## config.mk

```make
export PLATFORM = sky130hd
export DESIGN_NAME = avg_pool_layer
export DESIGN_NICKNAME = d
export VERILOG_FILES = /design/src/rtl/avg_pool_layer.sv
export SDC_FILE = /design/constraint.sdc
export NUM_CORES = 1
export LEC_CHECK = 0
export CELL_PAD_IN_SITES_DETAIL_PLACEMENT = 1
export CELL_PAD_IN_SITES_GLOBAL_PLACEMENT = 1
export CORE_MARGIN = 4
export CORE_UTILIZATION = 50
export DETAILED_ROUTE_END_ITERATION = 10
export PLACE_DENSITY_LB_ADDON = 0.08
export SYNTH_ARGS = -nofsm -noshare
export SYNTH_HDL_FRONTEND = slang
export SYNTH_SLANG_ARGS = --single-unit
```

## constraint.sdc

```tcl
create_clock -name clk -period 8.9 [get_ports clk]
set_input_delay 2.225 -clock clk [delete_from_list [all_inputs] [get_ports clk]]
set_output_delay 2.225 -clock clk [all_outputs]
set_load 0.05 [all_outputs]
```

## src/rtl/avg_pool_layer.sv

```systemverilog
// 2x2 stride-2 pooling over a raster stream of square feature maps, one map at a time.
// Define POOL_MAX_EN to build max pooling; the default build averages each window.
module avg_pool_layer #(
  parameter int DATA_W  = 16,
  parameter int MAX_IMG = 32
) (
  input  logic              clk,
  input  logic              reset,
  input  logic              enable,
  input  logic [15:0]       imgSize,
  input  logic [15:0]       mapsNumber,
  input  logic              in_valid,
  output logic              in_ready,
  input  logic [DATA_W-1:0] in_data,
  output logic              out_valid,
  input  logic              out_ready,
  output logic [DATA_W-1:0] out_data,
  output logic              done
);

  localparam int LB_N  = (MAX_IMG / 2 < 2) ? 2 : MAX_IMG / 2;
  localparam int IDX_W = $clog2(LB_N);
`ifdef POOL_MAX_EN
  localparam int LB_W = DATA_W;
`else
  localparam int LB_W = DATA_W + 1;
`endif

  typedef enum logic [1:0] {IDLE, RUN, DONE} state_t;

  state_t                   state_q;
  logic [15:0]              img_q, maps_q, col_q, row_q, map_q;
  logic signed [DATA_W-1:0] held_q;
  logic                     out_valid_q, done_q, fin_q;
  logic [DATA_W-1:0]        out_data_q;
  logic signed [LB_W-1:0]   lb_q [LB_N];

  logic signed [DATA_W-1:0] px;
  logic signed [LB_W-1:0]   lb_rd, pair_d;
  logic [DATA_W-1:0]        res_d;
  logic [15:0]              even_lim;
  logic                     fire, in_win, emit, last_col, last_row, last_px;
  logic [IDX_W-1:0]         lb_idx;

  assign px       = in_data;
  assign lb_idx   = col_q[IDX_W:1];
  assign lb_rd    = lb_q[lb_idx];
  assign even_lim = {img_q[15:1], 1'b0};
  assign in_win   = (col_q < even_lim) && (row_q < even_lim);
  assign emit     = in_win && col_q[0] && row_q[0];
  assign last_col = (col_q == img_q - 16'd1);
  assign last_row = (row_q == img_q - 16'd1);
  assign last_px  = last_col && last_row && (map_q == maps_q - 16'd1);

  // fin_q blocks further pixels while the job's final output waits for the sink
  assign in_ready = (state_q == RUN) && !fin_q && !(out_valid_q && !out_ready);
  assign fire     = in_valid && in_ready;

`ifdef POOL_MAX_EN
  logic signed [DATA_W-1:0] max3;
  assign pair_d = (held_q > px) ? held_q : px;
  assign max3   = (lb_rd > pair_d) ? lb_rd : pair_d;
  assign res_d  = max3;
`else
  logic signed [DATA_W+1:0] quad;
  assign pair_d = {held_q[DATA_W-1], held_q} + {px[DATA_W-1], px};
  assign quad   = {lb_rd[LB_W-1], lb_rd} + {{2{held_q[DATA_W-1]}}, held_q}
                + {{2{px[DATA_W-1]}}, px};
  assign res_d  = DATA_W'(quad >>> 2);
`endif

  // Even-row pair sums/maxes; contents are don't-care after reset
  always_ff @(posedge clk) begin
    if (fire && in_win && col_q[0] && !row_q[0]) lb_q[lb_idx] <= pair_d;
  end

  always_ff @(posedge clk) begin
    if (!reset) begin
      state_q     <= IDLE;
      img_q       <= '0;
      maps_q      <= '0;
      col_q       <= '0;
      row_q       <= '0;
      map_q       <= '0;
      held_q      <= '0;
      out_valid_q <= 1'b0;
      out_data_q  <= '0;
      done_q      <= 1'b0;
      fin_q       <= 1'b0;
    end else begin
      case (state_q)
        IDLE: if (enable) begin
          img_q  <= imgSize;
          maps_q <= mapsNumber;
          col_q  <= '0;
          row_q  <= '0;
          map_q  <= '0;
          fin_q  <= 1'b0;
          // a zero-sized job has no pixels to wait for
          if (mapsNumber == 16'd0 || imgSize == 16'd0) begin
            state_q <= DONE;
            done_q  <= 1'b1;
          end else begin
            state_q <= RUN;
          end
        end
        RUN: begin
          if (out_valid_q && out_ready) out_valid_q <= 1'b0;
          if (fire) begin
            if (last_col) begin
              col_q <= '0;
              if (last_row) begin
                row_q <= '0;
                map_q <= map_q + 16'd1;
              end else begin
                row_q <= row_q + 16'd1;
              end
            end else begin
              col_q <= col_q + 16'd1;
            end
            if (in_win && !col_q[0]) held_q <= px;
            if (emit) begin
              out_valid_q <= 1'b1;
              out_data_q  <= res_d;
            end
            if (last_px) begin
              if (emit) begin
                fin_q <= 1'b1;
              end else begin
                state_q <= DONE;
                done_q  <= 1'b1;
              end
            end
          end else if (fin_q && out_valid_q && out_ready) begin
            fin_q   <= 1'b0;
            state_q <= DONE;
            done_q  <= 1'b1;
          end
        end
        DONE: if (!enable) begin
          state_q <= IDLE;
          done_q  <= 1'b0;
        end
        default: state_q <= IDLE;
      endcase
    end
  end

  assign out_valid = out_valid_q;
  assign out_data  = out_data_q;
  assign done      = done_q;

endmodule

```

## After elaboration in Yosys (flattened, before gate mapping)

Memory sizes are Yosys's and may differ from the RTL's. A register that Yosys moved wholly into a read port is not among the register bits.
Cells that the tools add are included.

- Flip-flop bits (word level): 117
- Bits in writable memories: 272
- Input port bits: 53
- Word-level logic and storage cells: 114
- Memories: 1

Memories:

| memory | words | bits a word | read ports | clocked after memory_dff | wr ports | RTL line | text |
|---|---|---|---|---|---|---|---|
| lb_q | 16 | 17 | 1 | 1 | 1 | 36 | `logic signed [LB_W-1:0] lb_q [LB_N];` |

- $add $sub $neg: 8
- Magnitude comparators: 2
- Equal/unequal tests: 15
- Mux-type cells: 41
- Reduce and logical (&&, ||, !) cells: 36

Operator list:

| operator | count |
|---|---|
| 16-bit 2-to-1 mux | 9 |
| 16-bit one-hot mux with 2 select lines | 3 |
| 16-bit by 1-bit adder with 16-bit output, second input constant | 3 |
| 16-bit equality test | 3 |
| 16-bit logical NOT | 2 |
| 16-bit < comparator | 2 |
| 16-bit by 1-bit subtractor with 16-bit output, second input constant | 2 |
| 17-bit by 16-bit adder with 18-bit output | 1 |
| 18-bit adder | 1 |
| 16-bit by 16-bit adder with 17-bit output | 1 |
| 1-bit 2-to-1 mux | 17 |
| 1-bit logical AND | 16 |
| 5-bit AND reduction | 3 |
| 2-bit 2-to-1 mux | 7 |
| 2-bit inequality test, second input constant | 6 |
| 3-bit inequality test, second input constant | 3 |
| 3-bit AND reduction | 3 |
| 4-bit 2-to-1 mux | 2 |
| 7-bit AND reduction | 1 |
| 2-bit one-hot mux with 3 select lines | 1 |
| 1-bit logical NOT | 5 |
| 4-bit AND reduction | 1 |
| 3-bit by 2-bit inequality test with 1-bit output, second input constant | 1 |
| 1-bit one-hot mux with 3 select lines | 1 |
| other kinds (8) | 8 |

## Longest topological paths before layout

- Depth after elaboration: 10
- Depth in mapped cells: 21

## Worst setup path after synthesis

OpenSTA, ideal clock, no wires.

- Kind: in2reg
- From: in out_ready
- To: mem lb_q[0][0] (netlist bit) (enable)
- Arrival: 5.790 ns
- Required time: 8.488 ns
- Slack: 2.697 ns
- Cell stages on the path: 7
- Path buffers: 0
- Cell sequence: nor2b_1 -> nor3_1 -> nand2_1 -> nor2_1 -> and3_1 -> or3b_2 -> nor3_1

- Longest elaborated chain between the ends: 10

RTL lines:

| item | RTL line | text |
|---|---|---|
| from (decl) | 16 | `input logic out_ready,` |
| 1-bit logical NOT | 56 | `assign in_ready = (state_q == RUN) && !fin_q && !(out_valid_q && !out_ready);` |
| 1-bit logical AND | 56 |  |
| 1-bit logical NOT | 56 |  |
| 1-bit logical AND | 56 |  |
| via in_ready | 13 | `output logic in_ready,` |
| 1-bit logical AND | 57 | `assign fire = in_valid && in_ready;` |
| 1-bit logical AND (3 in series) | 74 | `if (fire && in_win && col_q[0] && !row_q[0]) lb_q[lb_idx] <= pair_d;` |
| 1-bit 2-to-1 mux | 74 |  |
| 1-bit 2-to-1 mux (not written as such) | 74 |  |
| to (decl) | 36 |  |

The timed path passes the listed nets, and every way through them passes these cells.

## Worst setup path after layout

- From: in out_ready
- To: out in_ready

- Longest elaborated chain between the ends: 4

RTL lines:

| item | RTL line |
|---|---|
| 1-bit logical NOT | 56 |
| 1-bit logical AND | 56 |
| 1-bit logical NOT | 56 |
| 1-bit logical AND | 56 |
| to (decl) | 13 |

No other way between the ends.

==> results.txt <==
maximum clock frequency: 165 MHz
TritonCTS Buffers: 43
post-synthesis area per instance: 13.0 um2
die height: 204 um
fraction of final layout cells with drive strength greater than 1: 13.6%
unrepaired setup endpoints after global routing: no
global-route usage over all layers: 25.2%
Synth Warn #: 0
slowest cell delay on critical path: 0.86 ns
starting DRC count in detailed routing: 808
synthesized net count: 1616
Die ar.: 41700 um2
drt wl/cell: 24.8 um
critical-path maximum fanout: 2
Synth top area share: 42.5%
hold-critical path depth: 2
clock transition at the registers of the reported paths: 0.05 ns
I/O pin count: 72
cell type contributing the most total cell area after synthesis: edfxtp_1
floorplan row count: 71
cells traversed along the worst timing path: clkdlybuf4s50_1, nor2b_1, nor3_1, clkdlybuf4s50_1
CTS sink cnt: 393
routability cong.: 0.820
most numerous cell in the Yosys netlist: edfxtp_1
largest clock skew in the final design: 0.0295 ns
IO buf count: 71
proportion of register bits with asynchronous set or reset after synthesis: 0%
path type of the worst setup path: in2out
Slew Viols, Final: 0
sum of routed wire length over all layers: 51900 um
count of TritonRoute iterations in the first routing pass: 4
#FFs+latches synth: 393
Hold Crit Endpoint: done
post-CTS setup buffer count: 0
startpoint of the most critical hold path: done
core region area: 37800 um2
via count of the first global-routing pass: 13100
Post-Layout Cell Count: 2095
initial antenna violation count: 1
most instantiated cells after synthesis: edfxtp_1 (272), nand2_1 (134), dfxtp_1 (121), nor2_1 (111), mux4_2 (83)
reported leakage power: 7.45 nW
final-layout setup total negative slack: 0 ns
total of endpoints with negative setup slack in the final report: 0
critical path arrival: 3.84 ns
cell family contributing the most delay on the critical path: buffers and inverters
share of synthesized area occupied by flip-flops and latches: 55.1%
post-detail-place hpwl: 34300 um
worst max-slew margin expressed relative to the limit: 13.7%
number of failing hold endpoints at the final stage: 0
initial core utilization: 50.9%
die width: 204 um
R2R Path End: out_data[14]
post-synthesis cell area: 19200 um2
number of hold buffers added after cts: 0
source-to-sink clock delay at the later pin of the worst-skew pair: 0.58 ns
Top cell by count, worst path: clkdlybuf4s50_1
deepest clock path buffer count: 3
clock root buffer: clkbuf_16
post-detailed-route count of antenna-violating nets: 0
Setup crit start kind: input port
Pwr per Cell Area: 235 nW/um2
R2R Setup Slk: 3.71 ns
number of cells produced by synthesis: 1478
wire length of the first global-routing pass: 80000 um
number of buffer and inverter instances along the worst setup path: 2
number of cells upsized or downsized after cts: 0
detailed-route vias per instance: 5.96
via total after detailed routing: 12500
pin count of the biggest net entering global routing: 43
post-synthesis cell type count: 73
prevailing post-synth register cell: edfxtp_1
final global-route overflow total: 0
post-route core utilization: 58.3%
depth of the most critical reg-to-reg path: 12
ranking of synthesized cells by area: edfxtp_1 (42%), dfxtp_1 (13%), mux4_2 (9.7%), ha_1 (4.4%), xnor2_1 (3.0%)
Post-synth EDFFs: 272
class of the worst hold path: reg2reg
final worst path period need: 6.07 ns
number of DRC violations after detailed routing: 0
Slew @ Worst Pin: 1.29 ns
TritonCTS clock tree: built
Critical Path RT: 6.68 ns
CP max stage cell: clkdlybuf4s50_1
post-layout net count: 1686
Max-Cap Viols: 0
outcome: finished, final reports clean
endpoint class of the critical path: primary output
deepest level of the CTS H-tree: 2
Inst Count DP: 2014
worst IR drop on VDD: 0.190 mV
Layout area overhead: 14.5%
fin crit share: 68.1%
## worst max path at each step
stage | cells past startpoint | to | from
floorplan | 7 | lb_q[0][0] | out_ready
global placement | 13 | lb_q[14][12] | in_data[0]
detailed placement | 13 | lb_q[14][12] | in_data[0]
CTS | 4 | in_ready | out_ready
global route | 13 | lb_q[10][12] | in_data[0]
finish | 4 | in_ready | out_ready
## flip-flops by register name, indices dropped and copies added, names as in the netlist, named ones only
signal     flops
out_data      16
map_q         16
maps_q        16
col_q         16
row_q         16
fin_q          1
state_q        2
held_q        16
done           1
lb_q         272
img_q         16
out_valid      1
## tightest hold or removal path, cell delays in order, from the launching register on
cell,delay (ns)
dfxtp_1,0.31
nand2_1,0.06
mux2i_1,0.06
## cells by family after synthesis
kind of cell               after synthesis  synth area share (%)
AOI/OAI and AO/OA                      204                  7.06
xor gates and xnor gates               107                  6.02
adders and majority gates               85                  6.23
buffers and inverters                  117                  2.31
DFF                                    393                  55.1
muxes                                  117                  11.5
and+or+nand+nor                        455                  11.8
## cell type report
cell class | instances | area, um2
Multi-Input combinational cell | 968 | 8280
Inverter | 51 | 191
Fill cell | 3716 | 15700
Timing Repair Buffer | 91 | 861
Clock inverter | 29 | 290
Sequential cell | 393 | 10600
Clock buffer | 51 | 1150
Antenna cell | 1 | 2.50
Tap cell | 511 | 639
## stage by stage
stage          power, mW  hold slack (ns)  area, um2  setup slack (ns)
6_report            5.17            0.475      22000              2.83
3_5_place_dp        3.39            0.469      20600              2.64
4_1_cts             5.20            0.478      22000              2.84
3_3_place_gp        3.36            0.457      20600              2.82
2_1_floorplan       3.05            0.448      19200              2.70
5_1_grt             5.42            0.506      22000              2.67
## power breakdown
| part | internal, mW | leakage, nW | switching [mW] | total [mW] |
|---|---|---|---|---|
| clock network | 1.05 | 0.700 | 0.747 | 1.79 |
| logic | 0.464 | 3.32 | 0.744 | 1.21 |
| registers | 2.09 | 3.43 | 0.0745 | 2.16 |
| total | 3.60 | 7.45 | 1.57 | 5.17 |
## layer usage
metal / global-route usage [%] / vias up / part of all wire (%)
met2: 42.2 / 306 / 49
li1: - / 5715 / -
met1: 34.4 / 6395 / 43
met3: 3.86 / 78 / 5.1
met5: 0 / - / 0
met4: 7.47 / 0 / 2.9
## cells in the final DEF, fill, tap and decap left out, types with 9 or more instances in the layout
master,count
xnor2_1,66
nand3_1,32
nor2_1,99
a21oi_1,74
dfxtp_1,119
edfxtp_1,272
nor3_1,27
mux2i_1,33
clkinv_1,10
nand4_1,17
nand2_1,134
buf_4,20
clkbuf_16,44
nor4_1,25
xor2_1,25
nand2b_1,13
and3_1,18
or3_1,15
inv_1,49
ha_1,67
mux4_2,83
o21ai_0,27
and2_1,9
clkdlybuf4s50_1,71
fa_1,18
xnor3_1,16
a21o_1,21
No activity file was read; power rests on OpenSTA's default activity.
